$ cat config.mk
export PLATFORM = sky130hd
export DESIGN_NAME = button_debouncer_flat
export DESIGN_NICKNAME = d
export VERILOG_FILES = /design/src/rtl/button_debouncer_if.sv /design/src/rtl/button_debouncer.sv /design/src/flat_wrapper.sv
export SDC_FILE = /design/constraint.sdc
export NUM_CORES = 1
export LEC_CHECK = 0
export ABC_AREA = 1
export CORE_UTILIZATION = 35
export CTS_BUF_LIST = sky130_fd_sc_hd__clkbuf_8
export DETAILED_ROUTE_END_ITERATION = 10
export SLEW_MARGIN = 20
export SYNTH_ARGS = -nofsm -noshare
export SYNTH_HDL_FRONTEND = slang
export SYNTH_SLANG_ARGS = --single-unit
$ cat constraint.sdc
create_clock -name clk -period 2.11 [get_ports clk]
set_input_delay 0.3165 -clock clk [delete_from_list [all_inputs] [get_ports clk]]
set_output_delay 0.3165 -clock clk [all_outputs]
set_load 0.01 [all_outputs]
$ cat src/rtl/button_debouncer_if.sv
// Button-side signal bundle: raw pins in, debounced levels and press/release events out.
interface button_debouncer_if #(
  parameter int NUM_BUTTONS = 4
);
  localparam int IDX_W = (NUM_BUTTONS > 1) ? $clog2(NUM_BUTTONS) : 1;

  logic [NUM_BUTTONS-1:0] btn_raw;
  logic [NUM_BUTTONS-1:0] btn_stable;
  logic [NUM_BUTTONS-1:0] btn_press;
  logic [NUM_BUTTONS-1:0] btn_release;
  logic                   btn_valid;
  logic [IDX_W-1:0]       btn_index;

  modport master (
    input  btn_raw,
    output btn_stable, btn_press, btn_release, btn_valid, btn_index
  );

  modport slave (
    output btn_raw,
    input  btn_stable, btn_press, btn_release, btn_valid, btn_index
  );
endinterface

$ cat src/rtl/button_debouncer.sv
// Synchronises and debounces push buttons against a millisecond tick, emitting
// stable levels, one-cycle press/release pulses and an encoded press event.
module button_debouncer #(
  parameter int NUM_BUTTONS = 4,
  parameter int DEBOUNCE_MS = 10,
  parameter int SYNC_STAGES = 2
) (
  input  logic                clk,
  input  logic                rst,
  input  logic [5:0]          ticks_per_milli,
  button_debouncer_if.master  buttons
);

  localparam int IDX_W = (NUM_BUTTONS > 1) ? $clog2(NUM_BUTTONS) : 1;
  localparam int CNT_W = $clog2(DEBOUNCE_MS + 1);
  localparam logic [CNT_W-1:0] CNT_LAST = CNT_W'(DEBOUNCE_MS - 1);

  logic [NUM_BUTTONS-1:0] sync_pipe [SYNC_STAGES];
  logic [NUM_BUTTONS-1:0] sync;

  logic [5:0] presc;
  logic       ms_tick;

  logic [CNT_W-1:0]       cnt      [NUM_BUTTONS];
  logic [CNT_W-1:0]       cnt_next [NUM_BUTTONS];
  logic [NUM_BUTTONS-1:0] stable, stable_next;
  logic [NUM_BUTTONS-1:0] press, press_next;
  logic [NUM_BUTTONS-1:0] release_q, release_next;
  logic                   valid, valid_next;
  logic [IDX_W-1:0]       index, index_next;

  always_ff @(posedge clk or posedge rst) begin
    if (rst) begin
      for (int unsigned s = 0; s < SYNC_STAGES; s++) sync_pipe[s] <= '0;
    end else begin
      sync_pipe[0] <= buttons.btn_raw;
      for (int unsigned s = 1; s < SYNC_STAGES; s++) sync_pipe[s] <= sync_pipe[s-1];
    end
  end

  assign sync = sync_pipe[SYNC_STAGES-1];

  // >= rather than == so a shrinking ticks_per_milli still wraps promptly.
  always_comb begin
    ms_tick = (ticks_per_milli <= 6'd1) || (presc >= (ticks_per_milli - 6'd1));
  end

  always_ff @(posedge clk or posedge rst) begin
    if (rst)          presc <= '0;
    else if (ms_tick) presc <= '0;
    else              presc <= presc + 6'd1;
  end

  always_comb begin
    stable_next  = stable;
    press_next   = '0;
    release_next = '0;
    for (int unsigned i = 0; i < NUM_BUTTONS; i++) begin
      cnt_next[i] = cnt[i];
      if (sync[i] == stable[i]) begin
        cnt_next[i] = '0;
      end else if (ms_tick) begin
        if (cnt[i] == CNT_LAST) begin
          cnt_next[i]     = '0;
          stable_next[i]  = sync[i];
          press_next[i]   = sync[i];
          release_next[i] = ~sync[i];
        end else begin
          cnt_next[i] = cnt[i] + CNT_W'(1);
        end
      end
    end
  end

  // Lowest set press bit wins; index stays 0 when nothing is pressed.
  always_comb begin
    valid_next = |press_next;
    index_next = '0;
    for (int unsigned i = NUM_BUTTONS; i > 0; i--) begin
      if (press_next[i-1]) index_next = IDX_W'(i - 1);
    end
  end

  always_ff @(posedge clk or posedge rst) begin
    if (rst) begin
      for (int unsigned i = 0; i < NUM_BUTTONS; i++) cnt[i] <= '0;
      stable    <= '0;
      press     <= '0;
      release_q <= '0;
      valid     <= 1'b0;
      index     <= '0;
    end else begin
      for (int unsigned i = 0; i < NUM_BUTTONS; i++) cnt[i] <= cnt_next[i];
      stable    <= stable_next;
      press     <= press_next;
      release_q <= release_next;
      valid     <= valid_next;
      index     <= index_next;
    end
  end

  assign buttons.btn_stable  = stable;
  assign buttons.btn_press   = press;
  assign buttons.btn_release = release_q;
  assign buttons.btn_valid   = valid;
  assign buttons.btn_index   = index;

endmodule
$ cat src/flat_wrapper.sv
// flat-port wrapper written by rule: the top's interface ports become plain ports
module button_debouncer_flat 
#(
  parameter int NUM_BUTTONS = 4,
  parameter int DEBOUNCE_MS = 10,
  parameter int SYNC_STAGES = 2
)
  (clk, rst, ticks_per_milli, buttons_btn_raw, buttons_btn_stable, buttons_btn_press, buttons_btn_release, buttons_btn_valid, buttons_btn_index);
  button_debouncer_if #(.NUM_BUTTONS(NUM_BUTTONS)) buttons_i ();
  input  logic clk;
  input  logic rst;
  input  logic [5:0] ticks_per_milli;
  input wire logic [$bits(buttons_i.btn_raw)-1:0] buttons_btn_raw;
  output wire logic [$bits(buttons_i.btn_stable)-1:0] buttons_btn_stable;
  output wire logic [$bits(buttons_i.btn_press)-1:0] buttons_btn_press;
  output wire logic [$bits(buttons_i.btn_release)-1:0] buttons_btn_release;
  output wire logic [$bits(buttons_i.btn_valid)-1:0] buttons_btn_valid;
  output wire logic [$bits(buttons_i.btn_index)-1:0] buttons_btn_index;
  assign buttons_i.btn_raw = buttons_btn_raw;
  assign buttons_btn_stable = buttons_i.btn_stable;
  assign buttons_btn_press = buttons_i.btn_press;
  assign buttons_btn_release = buttons_i.btn_release;
  assign buttons_btn_valid = buttons_i.btn_valid;
  assign buttons_btn_index = buttons_i.btn_index;
  button_debouncer #(.NUM_BUTTONS(NUM_BUTTONS), .DEBOUNCE_MS(DEBOUNCE_MS), .SYNC_STAGES(SYNC_STAGES)) u_core (.clk(clk), .rst(rst), .ticks_per_milli(ticks_per_milli), .buttons(buttons_i));
endmodule
==> run metrics, run 1 <==
final hold vios 0; worst skew pair latency 0.30 ns; routability cong. 0.753; CP max-delay cell ha_4; Clock Path Buffers 2; warnings from Yosys 0; mean area per synthesized cell 9.51 µm²; Via density 4.62; outcome completed; slew margin rel. 68.1%; CP Class primary input to flip-flop; layout cells sized above 1 20.6%; Die W 82.3 µm; first drt pass iteration count 4; buffers and inverters on the worst path 4; die area 6770 µm²; Final min period 1.99 ns; Die Ht 82.3 µm; max cap viols 0; fin area 2930 µm²; Port Buffers 26; vias in the first global route 1590; all-layer global routing usage 14.6%; Yosys cell types 25; global-route wire length before repair 7.29 mm; critical path's largest stage delay 0.28 ns; CP Max Fanout 5; root buffer cell clkbuf_8; area post-placement 2710 µm²; initial antenna violation count 0; Post-route DRC 0; Worst Setup End Kind flip-flop; Fin Clk Skew 0.00866 ns; CTS Sinks 45; Crit path required time 2.30 ns; Final Slew Violations 0; WL final 4.32 mm; Num CTS Buffers 5; n_diodes 0; Initial Utilization 37.2%; #FFs+latches synth 45; # setup viols final 0; synthesized area 2250 µm²; # IOs 27; startpoint types primary input; Max VDD drop 371 µV; TritonCTS clock tree done; register area share after synthesis 49.9%; Syn Inst Count 237; wire per inst 11.8 µm; Syn Nets 266; htree depth 2; Worst-Margin Slew 0.478 ns; post-DP HPWL 3.01 mm; largest net degree at the start of global routing 25; Top Family by Delay on Critical Path simple AND/OR/NAND/NOR gates; worst hold path class primary input to async pin; NumNets Final 319; Fillers 590; clock slew at reported path FFs 0.09 ns; grt ovf 0; Final period util 94.4%; CP Cell Sequence clkbuf_2 -> nor2_2 -> nand2_2 -> nor3_2 -> xor2_1 -> inv_1 -> ha_4 -> nand2_2 -> nor2_1 -> nand2_1 -> nand2_4 -> clkinvlp_4 -> buf_6 -> nor3_2 -> o21ai_1; Post-Place Worst Slack -0.586 ns; Achievable Freq 502 MHz; num rows 28; Area Growth Syn to Fin 29.8%; CORE AREA 6060 µm²; worst endpoint data arrival time 2.19 ns; Leak 1.51 nW; Detail Route Antenna Nets 0; final setup margin 0.118 ns; pwr/cell area 814 nW/µm²; Detailed Route Iter0 Violations 52; Via Count 1690
[worst paths after layout]
kind	from	to	slack, ns	cells past startpoint
setup / recovery	ticks_per_milli[2]	u_core.buttons.btn_stable[0]	0.12	15
hold / removal	rst	u_core.presc[5]	0.34	2
setup reg to reg	u_core.presc[4]	u_core.buttons.btn_index[0]	0.34	12
hold reg to reg	u_core.sync_pipe[5]	u_core.sync[1]	0.35	0
max in group asynchronous	rst	u_core.buttons.btn_press[3]	1.27	3
min in group clk	u_core.sync_pipe[5]	u_core.sync[1]	0.35	0
[synth_stat cells (all sizes together)]
| cell | count | share of area, % |
|---|---|---|
| a21boi | 1 | 0.33 |
| a21oi | 4 | 0.89 |
| buf | 3 | 1.7 |
| dfrtp | 45 | 50 |
| ha | 17 | 9.4 |
| inv | 41 | 6.8 |
| mux2i | 1 | 0.44 |
| nand2 | 29 | 4.9 |
| nand3 | 24 | 5.9 |
| nand4 | 6 | 3.0 |
| nor2 | 23 | 3.8 |
| nor3 | 4 | 0.89 |
| nor4 | 3 | 0.83 |
| o21ai | 15 | 3.5 |
| o22ai | 4 | 1.1 |
| or2 | 1 | 0.28 |
| xnor2 | 2 | 0.78 |
| xor2 | 14 | 5.4 |
[logic make-up (layout without fill, tap and decap cells)]
group	count (synthesis)	in the layout	share of synthesized area, %
compound gates	24	24	5.83
xor+xnor	16	16	6.22
fa+ha+maj	17	17	9.43
buf+inv	44	98	8.49
flops	45	45	49.9
mux	1	1	0.444
simple gates	90	90	19.6
[state kept, by name (all words and copies together) (netlist names)]
signal,count
u_core.sync,4
u_core.buttons.btn_valid,1
u_core.cnt,16
u_core.presc,6
u_core.sync_pipe,4
u_core.buttons.btn_index,2
u_core.buttons.btn_stable,4
u_core.buttons.btn_release,4
u_core.buttons.btn_press,4
[report_power, final]
part,switching (mW),internal [mW]
Combinational,0.414,0.341
Sequential,0.114,0.972
Clock,0.306,0.235
Total,0.834,1.55
[layout by cell type, fill, tap and decap left out, types with 2 or more instances in the layout]
master / Yosys / layout
nor2_2: 0 / 2
inv_1: 40 / 36
buf_6: 2 / 3
nand2_4: 0 / 2
inv_2: 1 / 4
nor3_2: 0 / 3
dfrtp_1: 45 / 45
nor2_4: 0 / 2
xnor2_1: 2 / 2
ha_4: 0 / 2
xor2_1: 14 / 14
a21oi_1: 4 / 3
nor2_1: 23 / 19
o21ai_0: 12 / 11
clkinvlp_4: 0 / 2
clkbuf_2: 0 / 3
nor4_1: 3 / 3
nand4_1: 4 / 4
clkdlybuf4s50_1: 0 / 20
nand3_1: 23 / 23
nand4_4: 2 / 2
o21ai_1: 2 / 3
buf_4: 0 / 18
clkbuf_8: 0 / 5
ha_1: 17 / 15
nand2_1: 28 / 24
nand2_2: 1 / 3
o22ai_1: 4 / 4
[routing by layer]
metal / wire [µm] / GRT usage (%) / vias up
met5: 0 / 0 / -
met4: 45 / 4.74 / 0
met3: 151 / 3.30 / 6
met2: 2040 / 23.6 / 29
met1: 2090 / 19.3 / 784
li1: - / - / 871
[worst reg2reg max path, stage by stage (launching register included)]
cell,delay (ns)
dfrtp_1,0.42
ha_1,0.31
nand2_2,0.07
inv_2,0.03
nand2_1,0.05
nand2_1,0.05
nor2_2,0.12
nand2_4,0.10
buf_4,0.15
buf_4,0.15
nand4_4,0.07
inv_1,0.07
a21oi_1,0.12
[metrics by stage]
step,TNS (ns),power (mW),utilization (%),hold slack (ns),instances
4_1_cts,0,2.37,47.6,0.356,363
5_1_grt,-0.0193,2.57,48.3,0.361,366
6_report,0,2.38,48.3,0.344,366
3_3_place_gp,-16.55,1.73,44.7,0.333,352
2_1_floorplan,0,1.54,-,0.331,237
3_5_place_dp,-18.37,1.76,44.7,0.335,352
[layout make-up]
type | instances | area [µm²] | area share [%]
Clock inverter | 3 | 21.3 | 0.727
Inverter | 41 | 156 | 5.34
Tap cell | 75 | 93.8 | 3.21
Timing Repair inverter | 1 | 7.51 | 0.257
Timing Repair Buffer | 48 | 432 | 14.7
Sequential cell | 45 | 1130 | 38.5
Multi-Input combinational cell | 148 | 1020 | 34.9
Clock buffer | 5 | 68.8 | 2.35
[what timing repair did]
item                                    in CTS  in global routing
hold buffers                                 0                  0
buffers inserted                             2                  3
endpoints found under the setup margin      37                 37
gates resized for setup                     26                 17
pin swaps                                    9                 11
cloned                                       1                  0
No activity file was read; power rests on OpenSTA's default activity.
==> run 2: changes to the inputs <==
CTS_CLUSTER_DIAMETER = 150   (was unset)
==> results of run 2 <==
Same layout as run 1: the final DEF is identical, and so are final timing and power.
